## src/rtl/feature_pkg.sv

```systemverilog
// Shared types and constants for the feature-memory output reader.
// FEAT_OUT_DELTA_EN: when defined, each frame carries cepstra plus deltas
// (2*(cep_num+1) words); otherwise only the cepstra (cep_num+1 words).
package feature_pkg;

    typedef enum logic [2:0] {
        IDLE,
        CHECK,
        READ,
        DRAIN,
        DONE
    } state_t;

    localparam int         FEAT_ADDR_WIDTH = 14;
    localparam logic [6:0] FRAME_FIRST     = 7'd2;
    localparam logic [7:0] FRAME_TAIL      = 8'd3;
    localparam logic [6:0] MIN_FRAMES      = 7'd5;

    // Index of the final column streamed for each frame.
    function automatic logic [6:0] last_col(input logic [6:0] cep);
`ifdef FEAT_OUT_DELTA_EN
        return (cep << 1) | 7'd1;
`else
        return cep;
`endif
    endfunction

endpackage

```

## src/rtl/feat_fifo2.sv

```systemverilog
// Two-entry FIFO holding {last, data} words between the memory port and the
// output stream. Synchronous clear empties it and zeroes the storage so the
// head reads as zero after reset.
module feat_fifo2 #(
    parameter int WIDTH = 33
) (
    input  logic             clk,
    input  logic             clr,
    input  logic             push,
    input  logic             pop,
    input  logic [WIDTH-1:0] push_data,
    output logic [WIDTH-1:0] head,
    output logic [1:0]       count
);

    logic [WIDTH-1:0] mem [2];
    logic             rd_ptr;
    logic             wr_ptr;

    assign head = mem[rd_ptr];

    // Storage, pointers and occupancy; push and pop may coincide.
    always_ff @(posedge clk) begin
        if (clr) begin
            mem[0] <= '0;
            mem[1] <= '0;
            rd_ptr <= 1'b0;
            wr_ptr <= 1'b0;
            count  <= 2'd0;
        end else begin
            if (push) begin
                mem[wr_ptr] <= push_data;
                wr_ptr      <= ~wr_ptr;
            end
            if (pop) begin
                rd_ptr <= ~rd_ptr;
            end
            count <= count + {1'b0, push} - {1'b0, pop};
        end
    end

endmodule

```

## src/rtl/feature_out_reader.sv

```systemverilog
// Streams finished feature vectors out of the shared feature memory, frame by
// frame in {frame, column} order, onto a valid/ready stream.
// FEAT_OUT_DELTA_EN selects whether delta columns follow the cepstra.
//
// state | meaning
// IDLE  | waiting for out_state_en
// CHECK | enough frames? load first address or finish at once
// READ  | issuing memory reads, paced by FIFO space
// DRAIN | last read issued; wait for memory and FIFO to empty
// DONE  | out_done high for this cycle
module feature_out_reader
    import feature_pkg::*;
#(
    parameter int ADDR_WIDTH = FEAT_ADDR_WIDTH,
    parameter int DATA_WIDTH = 32
) (
    input  logic                  clk,
    input  logic                  rst,
    input  logic                  out_state_en,
    input  logic [6:0]            frame_num,
    input  logic [6:0]            cep_num,
    output logic [ADDR_WIDTH-1:0] mem_read_addr,
    output logic                  mem_read_en,
    input  logic [DATA_WIDTH-1:0] mem_data_in,
    output logic [DATA_WIDTH-1:0] feat_data_out,
    output logic                  feat_valid,
    input  logic                  feat_ready,
    output logic                  feat_last,
    output logic                  out_done
);

    state_t     state;
    logic [6:0] frame_q;
    logic [6:0] col_q;
    logic [6:0] frame_num_q;
    logic [6:0] cep_num_q;
    logic       inflight;
    logic       inflight_last;

    logic [6:0] col_last;
    logic [7:0] frame_last;
    logic       col_wrap;
    logic       addr_last;
    logic       pop;
    logic [2:0] occupancy;
    logic [1:0] fifo_count;
    logic [DATA_WIDTH:0] fifo_head;

    // Frame bound kept in 8 bits so small frame counts cannot wrap.
    assign col_last   = last_col(cep_num_q);
    assign frame_last = {1'b0, frame_num_q} - FRAME_TAIL;
    assign col_wrap   = (col_q == col_last);
    assign addr_last  = ({1'b0, frame_q} == frame_last) && col_wrap;

    // Words committed = FIFO contents + the read in flight, less this
    // cycle's transfer; keep it under two so the FIFO never overflows.
    assign pop           = feat_valid && feat_ready;
    assign occupancy     = {1'b0, fifo_count} + {2'b0, inflight} - {2'b0, pop};
    assign mem_read_en   = (state == READ) && (occupancy < 3'd2);
    assign mem_read_addr = ADDR_WIDTH'({frame_q, col_q});

    assign feat_valid    = (fifo_count != 2'd0);
    assign feat_last     = fifo_head[DATA_WIDTH];
    assign feat_data_out = fifo_head[DATA_WIDTH-1:0];

    feat_fifo2 #(
        .WIDTH (DATA_WIDTH + 1)
    ) u_fifo (
        .clk       (clk),
        .clr       (rst),
        .push      (inflight),
        .pop       (pop),
        .push_data ({inflight_last, mem_data_in}),
        .head      (fifo_head),
        .count     (fifo_count)
    );

    // Sequencing FSM, address counters and the read-in-flight tag.
    always_ff @(posedge clk) begin
        if (rst) begin
            state         <= IDLE;
            frame_q       <= '0;
            col_q         <= '0;
            frame_num_q   <= '0;
            cep_num_q     <= '0;
            inflight      <= 1'b0;
            inflight_last <= 1'b0;
            out_done      <= 1'b0;
        end else begin
            inflight      <= mem_read_en;
            inflight_last <= col_wrap;
            out_done      <= 1'b0;
            case (state)
                IDLE: begin
                    if (out_state_en) begin
                        frame_num_q <= frame_num;
                        cep_num_q   <= cep_num;
                        state       <= CHECK;
                    end
                end
                CHECK: begin
                    if (frame_num_q < MIN_FRAMES) begin
                        out_done <= 1'b1;
                        state    <= DONE;
                    end else begin
                        frame_q <= FRAME_FIRST;
                        col_q   <= '0;
                        state   <= READ;
                    end
                end
                READ: begin
                    if (mem_read_en) begin
                        if (col_wrap) begin
                            col_q   <= '0;
                            frame_q <= frame_q + 7'd1;
                        end else begin
                            col_q <= col_q + 7'd1;
                        end
                        if (addr_last) begin
                            state <= DRAIN;
                        end
                    end
                end
                DRAIN: begin
                    if (!inflight && fifo_count == 2'd0) begin
                        out_done <= 1'b1;
                        state    <= DONE;
                    end
                end
                DONE: begin
                    state <= IDLE;
                end
                default: begin
                    state <= IDLE;
                end
            endcase
        end
    end

endmodule

```

## config.mk

```make
export PLATFORM = sky130hd
export DESIGN_NAME = feature_out_reader
export DESIGN_NICKNAME = d
export VERILOG_FILES = /design/src/rtl/feature_pkg.sv /design/src/rtl/feat_fifo2.sv /design/src/rtl/feature_out_reader.sv
export SDC_FILE = /design/constraint.sdc
export NUM_CORES = 1
export LEC_CHECK = 0
export BUFFER_PORTS_ARGS = -buffer_cell sky130_fd_sc_hd__buf_4
export CAP_MARGIN = 20
export CORE_ASPECT_RATIO = 0.7
export CORE_UTILIZATION = 55
export DETAILED_ROUTE_END_ITERATION = 10
export PLACE_DENSITY = 0.8
export RECOVER_POWER = 100
export SYNTH_ARGS = -nofsm -noshare
export SYNTH_HDL_FRONTEND = slang
export SYNTH_SLANG_ARGS = --single-unit
```

## constraint.sdc

```tcl
create_clock -name clk -period 4 [get_ports clk]
set_input_delay 0.8 -clock clk [delete_from_list [all_inputs] [get_ports clk]]
set_output_delay 0.8 -clock clk [all_outputs]
set_load 0.01 [all_outputs]
```

==> impl_metrics.ini <==
[status]
status = complete, but fails checks
violations = max-capacitance violations, max-slew violations

[timing]
rsz0062_at_grt = false
slew-limit-headroom_pct = -3.69
finalCritPeriodShare_pct = 94.9
max_freq_mhz = 263
tightest_slew_ns = 1.56
hold_violations = 0
min_period_ns = 3.80
tns_ns = 0
slew_viol_final = 36
finalSetupViolations = 0
skew_ns = 0.00758

[worst_setup_path]
critPathKind = reg2out
cp.buffers_inverters = 3
cp_slowest_cell = or3_1
critPathRequiredTime_ns = 3.20
max_stage_delay_ns = 0.42
cp_common_cell = ha_1
reg2reg_depth = 12
cp_max_fo = 9
worstSetupEndpointType = output port
crit_arrival_ns = 3.00
worstPathCellList = or2_2, and2_0, ha_1, inv_1, ha_1, fa_1, xnor2_1, or3_1, clkinv_4, clkbuf_1
crit_cells = 10
crit_family = simple AND/OR/NAND/NOR gates
startpoint_type = flop

[floorplanning]
rows = 28
io_pins = 100
dieArea_sq_um = 9140
coreArea_sq_um = 8480
die_x_um = 114
die_h_um = 80.3
start_util_pct = 56.8

[route]
drt-initial-drc-count = 182
dr.pass1.iters = 4
wl_per_cell_um = 16.0
viasPerCell = 5.35
ant_nets = 0
vias = 3393
drc = 0
wl_um = 10200

[clock_network]
insertion_delay_ns = 0.34
numCtsBuffers = 9
post-cts-setup-buffer-count = 0
cts.sinks = 105
postCtsHoldBufs = 0
clock-root-buffer = clkbuf_16
clk_pin_slew_ns = 0.07
cts_tree = built
cts_resized = 0
clockBufferDepth = 2
h-tree-depth = 3

[synth]
synth_nets = 473
postSynth.asyncResetShare_pct = 0
ys.flop_type = edfxtp_1
synth_edf_count = 66
synth_top_area_share_pct = 41.2
synth.distinct_cells = 47
yosys-top-cells-area = edfxtp_1 41%, dfxtp_1 16%, and2_1 8.7%
yosysTopAreaCell = edfxtp_1
synthCells = 417
syn-cell-area_sq_um = 4810
ys_warn_count = 0
synth.avg_cell_area_sq_um = 11.5
synth-seq-cells = 105
ys_seq_area_share_pct = 57.4

[pwr]
ir_drop_uv = 307
total_power_mw = 2.65
p_leak_nw = 2.12
power_density_nw_per_um2 = 464

[final_layout]
nNetsFinal = 565
seqCellArea_sq_um = 2760
n_antenna_cell = 0
design_area_sq_um = 5710
multi_input_area_sq_um = 1920
fillCellCount = 705
drive_above_1_share_pct = 20.0
syn_to_final_growth_pct = 18.7

[placed_design]
place_area_sq_um = 5660
gp_congestion = 0.821
dp_hpwl_um = 6840
port_buffers = 99

[run]
max-cap-violations = 2

[global_routing]
grt_pass1_vias = 3158
antenna_found_initial = 0
overflow = 0
grt_start_max_net_pins = 36
grtUsageTotal_pct = 22.2
grt_first_pass_wirelength_um = 15400

[hold_path]
holdPathStages = 2
hp-class = reg2reg
## worst register-to-register path, stage by stage, from the launching register on
cell      delay (ns)
dfxtp_1         0.33
or2_2           0.33
and2_0          0.22
ha_1            0.30
inv_1           0.04
ha_1            0.20
fa_1            0.39
xnor2_1         0.15
or3_1           0.42
clkinv_4        0.11
nor2_1          0.17
or4_1           0.56
a21boi_0        0.21
## sequential cells by signal, summed over array words and instances, names as in the netlist, named ones only
signal	flops
cep_num_q	7
col_q	7
frame_num_q	7
frame_q	7
inflight	1
inflight_last	1
out_done	1
state	3
u_fifo.count	2
u_fifo.mem	66
u_fifo.rd_ptr	1
u_fifo.wr_ptr	1
## stage by stage
step	std cells	worst slack (ns)	hold WS (ns)	util, %
2_1_floorplan	417	0.721	0.449	-
3_3_place_gp	618	0.526	0.457	66.8
3_5_place_dp	618	0.465	0.468	66.8
4_1_cts	634	0.290	0.478	70.0
5_1_grt	634	0.113	0.492	67.4
6_report	634	0.204	0.475	67.4
## area by class of cell
cell class	instances	area share (%)
clock buffer	10	4.01
clock inverter	6	0.832
inverter	6	0.482
multi-input combinational	283	33.5
sequential	105	48.3
tap	120	2.63
timing repair buffer	104	10.2
## worst paths after layout
path / from / endpoint / slack [ns]
min: cep_num_q[2]$_SDFFE_PP0P_ / cep_num_q[2]$_SDFFE_PP0P_ / 0.47
min reg2reg: cep_num_q[2]$_SDFFE_PP0P_ / cep_num_q[2]$_SDFFE_PP0P_ / 0.47
max reg2reg: u_fifo.count[1]$_SDFF_PP0_ / frame_q[5]$_SDFFE_PP0P_ / 0.48
max: u_fifo.count[1]$_SDFF_PP0_ / mem_read_en / 0.20
## layout by cell type, fill, tap and decap left out, drive strengths merged, types with 2 or more instances in the layout
cell      Yosys  routed
nand2b        2       2
edfxtp       66      66
nor2b         2       2
dfxtp        39      39
nand3         6       6
and2         67      67
and4          2       2
a21oi        23      23
nand4         2       2
o21ai         9       9
a21boi        6       6
xnor2        14      14
nor3b         4       4
o211ai        2       2
o2111ai       2       2
buf           1      51
ha            5       5
or4           4       4
nand2        37      37
nor3          9       9
a211oi        2       2
nor4          2       2
and3          3       3
or2           4       4
mux2         33      33
xor2          9       9
clkbuf       22      63
o21a          2       2
nor2         13      13
o31ai         6       6
clkinv        1       2
or3           4       4
clkinvlp      0       2
inv           5       8
## layer usage
metal | routed length (um) | track usage [%] | up-vias
met5 | 0 | 0 | -
met4 | 72 | 5.19 | 0
met3 | 530 | 6.79 | 6
met2 | 4830 | 36.3 | 88
met1 | 4730 | 29.0 | 1646
li1 | - | - | 1653
## Yosys cell counts, drive strengths merged, types with 2 or more instances
cell	number
and2	67
or4	4
xor2	9
xnor2	14
or2	4
mux2	33
nand3	6
a21boi	6
nand4	2
clkbuf	22
or3	4
o21ai	9
nor3b	4
o21a	2
edfxtp	66
inv	5
a21oi	23
o2111ai	2
nor2	13
ha	5
nor4	2
dfxtp	39
nand2b	2
nor3	9
a211oi	2
and4	2
nor2b	2
o211ai	2
and3	3
nand2	37
o31ai	6
## power by group
group	switching, mW	leakage [nW]	total [mW]	internal, mW
logic	0.293	0.992	0.544	0.250
clock network	0.396	0.130	0.825	0.429
registers	0.0625	1.00	1.28	1.22
## logic make-up after synthesis
kind of cell,synth area share [%]
compound gates,7.25
xor+xnor,4.19
fa+ha+maj,1.72
buf+inv,2.55
flops,57.4
mux,7.72
simple gates,19.2
No activity file was read; power rests on OpenSTA's default activity.
